$ cat src/rtl/serial_frame_pkg.sv
// Shared definitions for the serial frame receiver: sequencer states and
// fixed frame levels.
package serial_frame_pkg;

  typedef enum logic [1:0] {
    IDLE   = 2'd0,
    DATA   = 2'd1,
    PARITY = 2'd2,
    STOP   = 2'd3
  } frame_state_t;

  localparam logic        START_LEVEL = 1'b0;
  localparam logic        STOP_LEVEL  = 1'b1;
  localparam int unsigned FRAME_BITS  = 11;

endpackage

$ cat src/rtl/serial_frame_controller_buffer.sv
// VALID/ACK holding register between the frame sequencer and the consumer,
// with sticky overrun when a good byte arrives and nowhere can take it.
module frame_output_buffer #(
  parameter int unsigned DATA_BITS = 8
) (
  input  logic                 clk,
  input  logic                 reset,
  input  logic                 load,
  input  logic [DATA_BITS-1:0] load_data,
  input  logic                 ack,
  output logic [DATA_BITS-1:0] data_out,
  output logic                 valid,
  output logic                 overrun
);

  logic [DATA_BITS-1:0] data_q;
  logic                 valid_q;
  logic                 overrun_q;

  always_ff @(posedge clk) begin
    if (reset) begin
      data_q    <= '0;
      valid_q   <= 1'b0;
      overrun_q <= 1'b0;
    end else begin
      // An ack in the load cycle frees the slot, so the load wins and VALID stays up.
      if (load && (!valid_q || ack)) begin
        data_q  <= load_data;
        valid_q <= 1'b1;
      end else if (ack && valid_q) begin
        valid_q <= 1'b0;
      end

      if (ack && valid_q) begin
        overrun_q <= 1'b0;
      end else if (load && valid_q) begin
        overrun_q <= 1'b1;
      end
    end
  end

  assign data_out = data_q;
  assign valid    = valid_q;
  assign overrun  = overrun_q;

endmodule

$ cat src/rtl/serial_frame_controller.sv
// Start-bit-aligned receiver for one start/data/parity/stop serial frame,
// driven by a bit-sample strobe, with inter-strobe timeout.
module serial_frame_controller
  import serial_frame_pkg::*;
#(
  parameter int unsigned DATA_BITS      = FRAME_BITS - 3,
  parameter int unsigned PARITY_ODD     = 1,
  parameter int unsigned TIMEOUT_CYCLES = 2047,
  parameter int unsigned TIMEOUT_WIDTH  = 11
) (
  input  logic                 CONTROL_CLOCK,
  input  logic                 RESET,
  input  logic                 SAMPLE_STROBE,
  input  logic                 DEBOUNCED_DATA,
  input  logic                 DATA_ACK,
  output logic [DATA_BITS-1:0] PARALLEL_DATA_OUTPUT,
  output logic                 DATA_VALID,
  output logic                 PARITY_ERROR,
  output logic                 FRAME_ERROR,
  output logic                 OVERRUN,
  output logic                 BUSY
);

  localparam int unsigned CNT_W = (DATA_BITS > 1) ? $clog2(DATA_BITS) : 1;
  localparam logic [CNT_W-1:0]         LAST_BIT    = CNT_W'(DATA_BITS - 1);
  localparam logic [TIMEOUT_WIDTH-1:0] TMO_LAST    = TIMEOUT_WIDTH'(TIMEOUT_CYCLES - 1);
  localparam logic                     PARITY_WANT = (PARITY_ODD != 0);

  frame_state_t         state_q, state_d;
  logic [CNT_W-1:0]     bit_cnt_q;
  logic [DATA_BITS-1:0] shift_q;
  logic                 parity_q;
  logic                 parity_ok_q;
  logic [TIMEOUT_WIDTH-1:0] tmo_q;
  logic                 parity_err_q;
  logic                 frame_err_q;

  logic timeout_hit;
  logic byte_good;
  logic parity_err_set;
  logic frame_err_set;

  // Expiry only counts when no strobe arrives in the same cycle; a strobe keeps the frame alive.
  assign timeout_hit = (state_q != IDLE) && !SAMPLE_STROBE && (tmo_q == TMO_LAST);

  always_ff @(posedge CONTROL_CLOCK) begin
    if (RESET) begin
      state_q <= IDLE;
    end else begin
      state_q <= state_d;
    end
  end

  always_comb begin
    state_d = state_q;
    unique case (state_q)
      IDLE:   if (SAMPLE_STROBE && DEBOUNCED_DATA == START_LEVEL) state_d = DATA;
      DATA:   if (SAMPLE_STROBE && bit_cnt_q == LAST_BIT)         state_d = PARITY;
      PARITY: if (SAMPLE_STROBE)                                  state_d = STOP;
      STOP:   if (SAMPLE_STROBE)                                  state_d = IDLE;
      default:                                                    state_d = IDLE;
    endcase
    if (timeout_hit) begin
      state_d = IDLE;
    end
  end

  // A bad stop bit masks a parity failure: only one error is reported per frame.
  always_comb begin
    BUSY           = (state_q != IDLE);
    byte_good      = 1'b0;
    parity_err_set = 1'b0;
    frame_err_set  = timeout_hit;
    if (state_q == STOP && SAMPLE_STROBE) begin
      if (DEBOUNCED_DATA != STOP_LEVEL) begin
        frame_err_set = 1'b1;
      end else if (!parity_ok_q) begin
        parity_err_set = 1'b1;
      end else begin
        byte_good = 1'b1;
      end
    end
  end

  always_ff @(posedge CONTROL_CLOCK) begin
    if (RESET) begin
      bit_cnt_q    <= '0;
      shift_q      <= '0;
      parity_q     <= 1'b0;
      parity_ok_q  <= 1'b0;
      tmo_q        <= '0;
      parity_err_q <= 1'b0;
      frame_err_q  <= 1'b0;
    end else begin
      parity_err_q <= parity_err_set;
      frame_err_q  <= frame_err_set;

      if (state_q == IDLE || SAMPLE_STROBE || timeout_hit) begin
        tmo_q <= '0;
      end else begin
        tmo_q <= tmo_q + 1'b1;
      end

      if (SAMPLE_STROBE) begin
        unique case (state_q)
          IDLE: begin
            if (DEBOUNCED_DATA == START_LEVEL) begin
              bit_cnt_q <= '0;
              parity_q  <= 1'b0;
            end
          end
          DATA: begin
            shift_q   <= {DEBOUNCED_DATA, shift_q[DATA_BITS-1:1]};
            parity_q  <= parity_q ^ DEBOUNCED_DATA;
            bit_cnt_q <= bit_cnt_q + 1'b1;
          end
          PARITY: begin
            parity_ok_q <= ((parity_q ^ DEBOUNCED_DATA) == PARITY_WANT);
          end
          default: begin
          end
        endcase
      end
    end
  end

  frame_output_buffer #(
    .DATA_BITS(DATA_BITS)
  ) u_buffer (
    .clk       (CONTROL_CLOCK),
    .reset     (RESET),
    .load      (byte_good),
    .load_data (shift_q),
    .ack       (DATA_ACK),
    .data_out  (PARALLEL_DATA_OUTPUT),
    .valid     (DATA_VALID),
    .overrun   (OVERRUN)
  );

  assign PARITY_ERROR = parity_err_q;
  assign FRAME_ERROR  = frame_err_q;

endmodule

$ cat config.mk
export PLATFORM = sky130hd
export DESIGN_NAME = serial_frame_controller
export DESIGN_NICKNAME = d
export VERILOG_FILES = /design/src/rtl/serial_frame_pkg.sv /design/src/rtl/serial_frame_controller_buffer.sv /design/src/rtl/serial_frame_controller.sv
export SDC_FILE = /design/constraint.sdc
export NUM_CORES = 1
export LEC_CHECK = 0
export BUFFER_PORTS_ARGS = -buffer_cell sky130_fd_sc_hd__buf_4
export CORE_MARGIN = 2
export CORE_UTILIZATION = 57
export CTS_CLUSTER_DIAMETER = 50
export DETAILED_ROUTE_END_ITERATION = 6
export PLACE_DENSITY = 0.77
export SYNTH_ARGS = -nofsm -noshare
export SYNTH_HDL_FRONTEND = slang
export SYNTH_SLANG_ARGS = --single-unit
export TNS_END_PERCENT = 10
$ cat constraint.sdc
create_clock -name CONTROL_CLOCK -period 1.7 [get_ports CONTROL_CLOCK]
set_input_delay 0.34 -clock CONTROL_CLOCK [delete_from_list [all_inputs] [get_ports CONTROL_CLOCK]]
set_output_delay 0.34 -clock CONTROL_CLOCK [all_outputs]
set_load 0.02 [all_outputs]
==> flow_metrics.py <==
metrics = {
    "status": {
        "outcome": "completed",
    },
    "clock_network": {
        "cts_tree": "done",
        "clock-sinks": 38,
        "cts_max_level": 2,
        "clk_pin_slew_ns": 0.11,
        "cts_buffers": 5,
        "cts_hold_buf": 0,
        "clkLatencyLatePin_ns": 0.35,
        "clock_path_buffers": 2,
        "root_buffer": "clkbuf_4",
    },
    "final_layout": {
        "drive_above_1_share_pct": 18.3,
        "final_cells": 262,
        "nets": 233,
        "area_growth_pct": 13.5,
        "antenna_cells": 0,
    },
    "floorplanning": {
        "die_area_mm2": 0.00365,
        "start_util_pct": 59.9,
        "die_y_um": 60.4,
        "coreArea_mm2": 0.00303,
        "die_width_um": 60.4,
        "pin_count": 18,
        "row_count": 20,
    },
    "critical_path": {
        "critPathKind": "register to output pin",
        "critPathCaptureType": "output pin",
        "cp.arrival_ns": 1.28,
        "path_max_fanout": 10,
        "rr_worst_depth": 3,
        "worstPathRequired_ns": 1.36,
        "start_kind": "register",
    },
    "global_routing": {
        "grt_max_degree": 35,
        "grt_pass1_wl_mm": 5.74,
        "track_usage_pct": 21.3,
        "grt_util_met3_pct": 6.61,
        "grt_util_met2_pct": 37.1,
        "use_met1_pct": 24.4,
        "grt_pass1_vias": 1368,
        "antenna_found_initial": 0,
        "grt-ovfl-total": 0,
        "busiest_layer": "met2",
    },
    "pwr": {
        "netSwitchingPower_mw": 0.689,
        "vdd_ir_drop_max_mv": 0.688,
        "p_leak_nw": 0.719,
        "combPwrFrac_pct": 29.8,
        "p_int_mw": 1.37,
        "power_frac_seq_pct": 47.3,
        "p_clk_share_pct": 22.9,
        "sw_frac_of_total_pct": 33.4,
        "power_density_mw_per_mm2": 1000,
    },
    "placed_design": {
        "gp_congestion": 0.752,
        "portBuffers": 17,
        "placed_cells": 256,
        "hpwl_mm": 2.51,
    },
    "synthesis": {
        "synthFlopType": "dfxtp_1",
        "synth_cell_types": 44,
        "synth_edf_count": 0,
        "synth-seq-area-share_pct": 42.0,
        "syn_inst": 200,
        "synth.avg_cell_area_um2": 9.06,
        "synth_warnings": 0,
        "async_reset_ff_share_pct": 0,
        "synth_seq_cells": 38,
        "synth_area_mm2": 0.00181,
        "synth_nets": 214,
    },
    "detailed_routing": {
        "drtIter0Drc": 70,
        "vias": 1444,
        "wl_per_cell_um": 13.2,
        "antenna_left": 0,
        "drc_errors": 0,
        "drt_wl_total_mm": 3.46,
        "drt_pre_antenna_iters": 4,
        "drt-vias-per-instance": 5.51,
    },
    "job": {
        "cap_violations": 0,
    },
    "timing": {
        "maxSlewHeadroom_pct": 56.3,
        "max_freq_mhz": 616,
        "rsz0062_at_grt": "no",
        "fin_crit_sh_pct": 95.4,
        "hold_viol": 0,
        "finalSetupTns_ns": 0,
        "finClkSkew_ns": 0.0106,
        "period_needed_ns": 1.62,
        "slew_viol_final": 0,
        "setup_viol": 0,
        "tightest_slew_ns": 0.653,
    },
    "hold_path": {
        "min_path_cells": 3,
        "holdCritPathClass": "primary input to register",
    },
}
synthesized netlist by cell type (all sizes together), types with 4 or more instances:
library cell	n	area share [%]
buf	6	1.8
mux2i	8	4.4
nor3	4	1.1
dfxtp	38	42
nand4	5	2.6
o21ai	6	1.7
inv	7	1.4
ha	9	6.2
a21oi	22	6.3
nand3	8	2.9
nand3b	4	1.7
nor2	9	1.9
nand2	21	4.3
nand2b	18	6.2
placed cells by master (no fill, tap or decap), drive strengths merged, types with 2 or more instances in the layout:
cell and n:
dfxtp 38, a21oi 22, nand2 21, buf 21, nand2b 18, nor2 9
ha 9, mux2i 8, nand3 8, inv 7, o21ai 6, clkbuf 6
nand4 5, nand3b 4, nor3 4, or3 3, nor2b 2, a211oi 2
o31ai 2, xor2 2, xnor2 2, a21boi 2, nor4 2, or4 2
o41ai 2
final cells by class:
| class | instances | area [um2] |
|---|---|---|
| flip-flops and latches | 38 | 762 |
| fillers | 233 | 970 |
| inverters | 7 | 26.3 |
| multi-input cells | 146 | 1010 |
| repair buffers | 21 | 158 |
| clock buffers | 6 | 51.3 |
| well taps | 44 | 55.1 |
flip-flops by register name (all words and copies together), names as in the netlist:
| register | flops |
|---|---|
| bit_cnt_q | 3 |
| tmo_q | 11 |
| PARITY_ERROR | 1 |
| u_buffer.valid | 1 |
| u_buffer.data_out | 8 |
| parity_ok_q | 1 |
| shift_q | 8 |
| FRAME_ERROR | 1 |
| state_q | 2 |
| u_buffer.overrun | 1 |
| parity_q | 1 |
routing by layer:
metal	share of wire, %	routed length (um)	vias up
met5	0	0	-
met4	1.2	40	0
met3	4.5	156	5
met2	47	1620	30
met1	47	1640	671
li1	-	-	738
path summary, 6_finish.rpt:
check / from / endpoint / slack, ns
max: state_q[0] / BUSY / 0.08
min: DATA_ACK / u_buffer.overrun / 0.27
max reg2reg: tmo_q[5] / tmo_q[4] / 0.13
min reg2reg: shift_q[0] / shift_q[0] / 0.47
cell families after synthesis:
logic type	after synthesis	share of synthesized area [%]
adder cells (fa/ha/maj)	9	6.21
buffers and inverters	16	3.86
AO/OA/AOI/OAI	43	15.7
AND/OR/NAND/NOR	82	25.9
XOR/XNOR	4	1.93
multiplexers	8	4.42
flip-flops	38	42.0
critical path, stage by stage (launching register included):
cell and delay, ns:
dfxtp_2 0.35, inv_1 0.13, ha_4 0.21, inv_1 0.08, buf_4 0.16
timing repair:
item / CTS / global route
pin swaps: 0 / 1
setup buffers: 0 / 0
resized for setup: 2 / 4
setup endpoints to repair: 1 / 15
power groups by stage:
| stage | registers, mW | logic (mW) | clock network, mW |
|---|---|---|---|
| after floorplan | 0.984 | 0.423 | 0 |
| after global placement | 0.986 | 0.520 | 0 |
| after detailed placement | 0.993 | 0.555 | 0 |
| after CTS | 0.972 | 0.588 | 0.482 |
| after global routing | 0.985 | 0.689 | 0.511 |
| final | 0.975 | 0.615 | 0.473 |
stage by stage:
step	hold slack (ns)	total power, mW	setup slack (ns)	cell area, um2	utilization (%)
floorplan	0.420	1.41	0.191	1810	-
global placement	0.439	1.51	0.144	1980	65.5
detailed placement	0.452	1.55	0.0562	1980	65.5
CTS	0.272	2.04	0.0413	2050	67.6
global route	0.278	2.19	0.0150	2060	68.0
finish	0.275	2.06	0.0778	2060	68.0
Note: power is estimated with default switching activity, not from simulation.
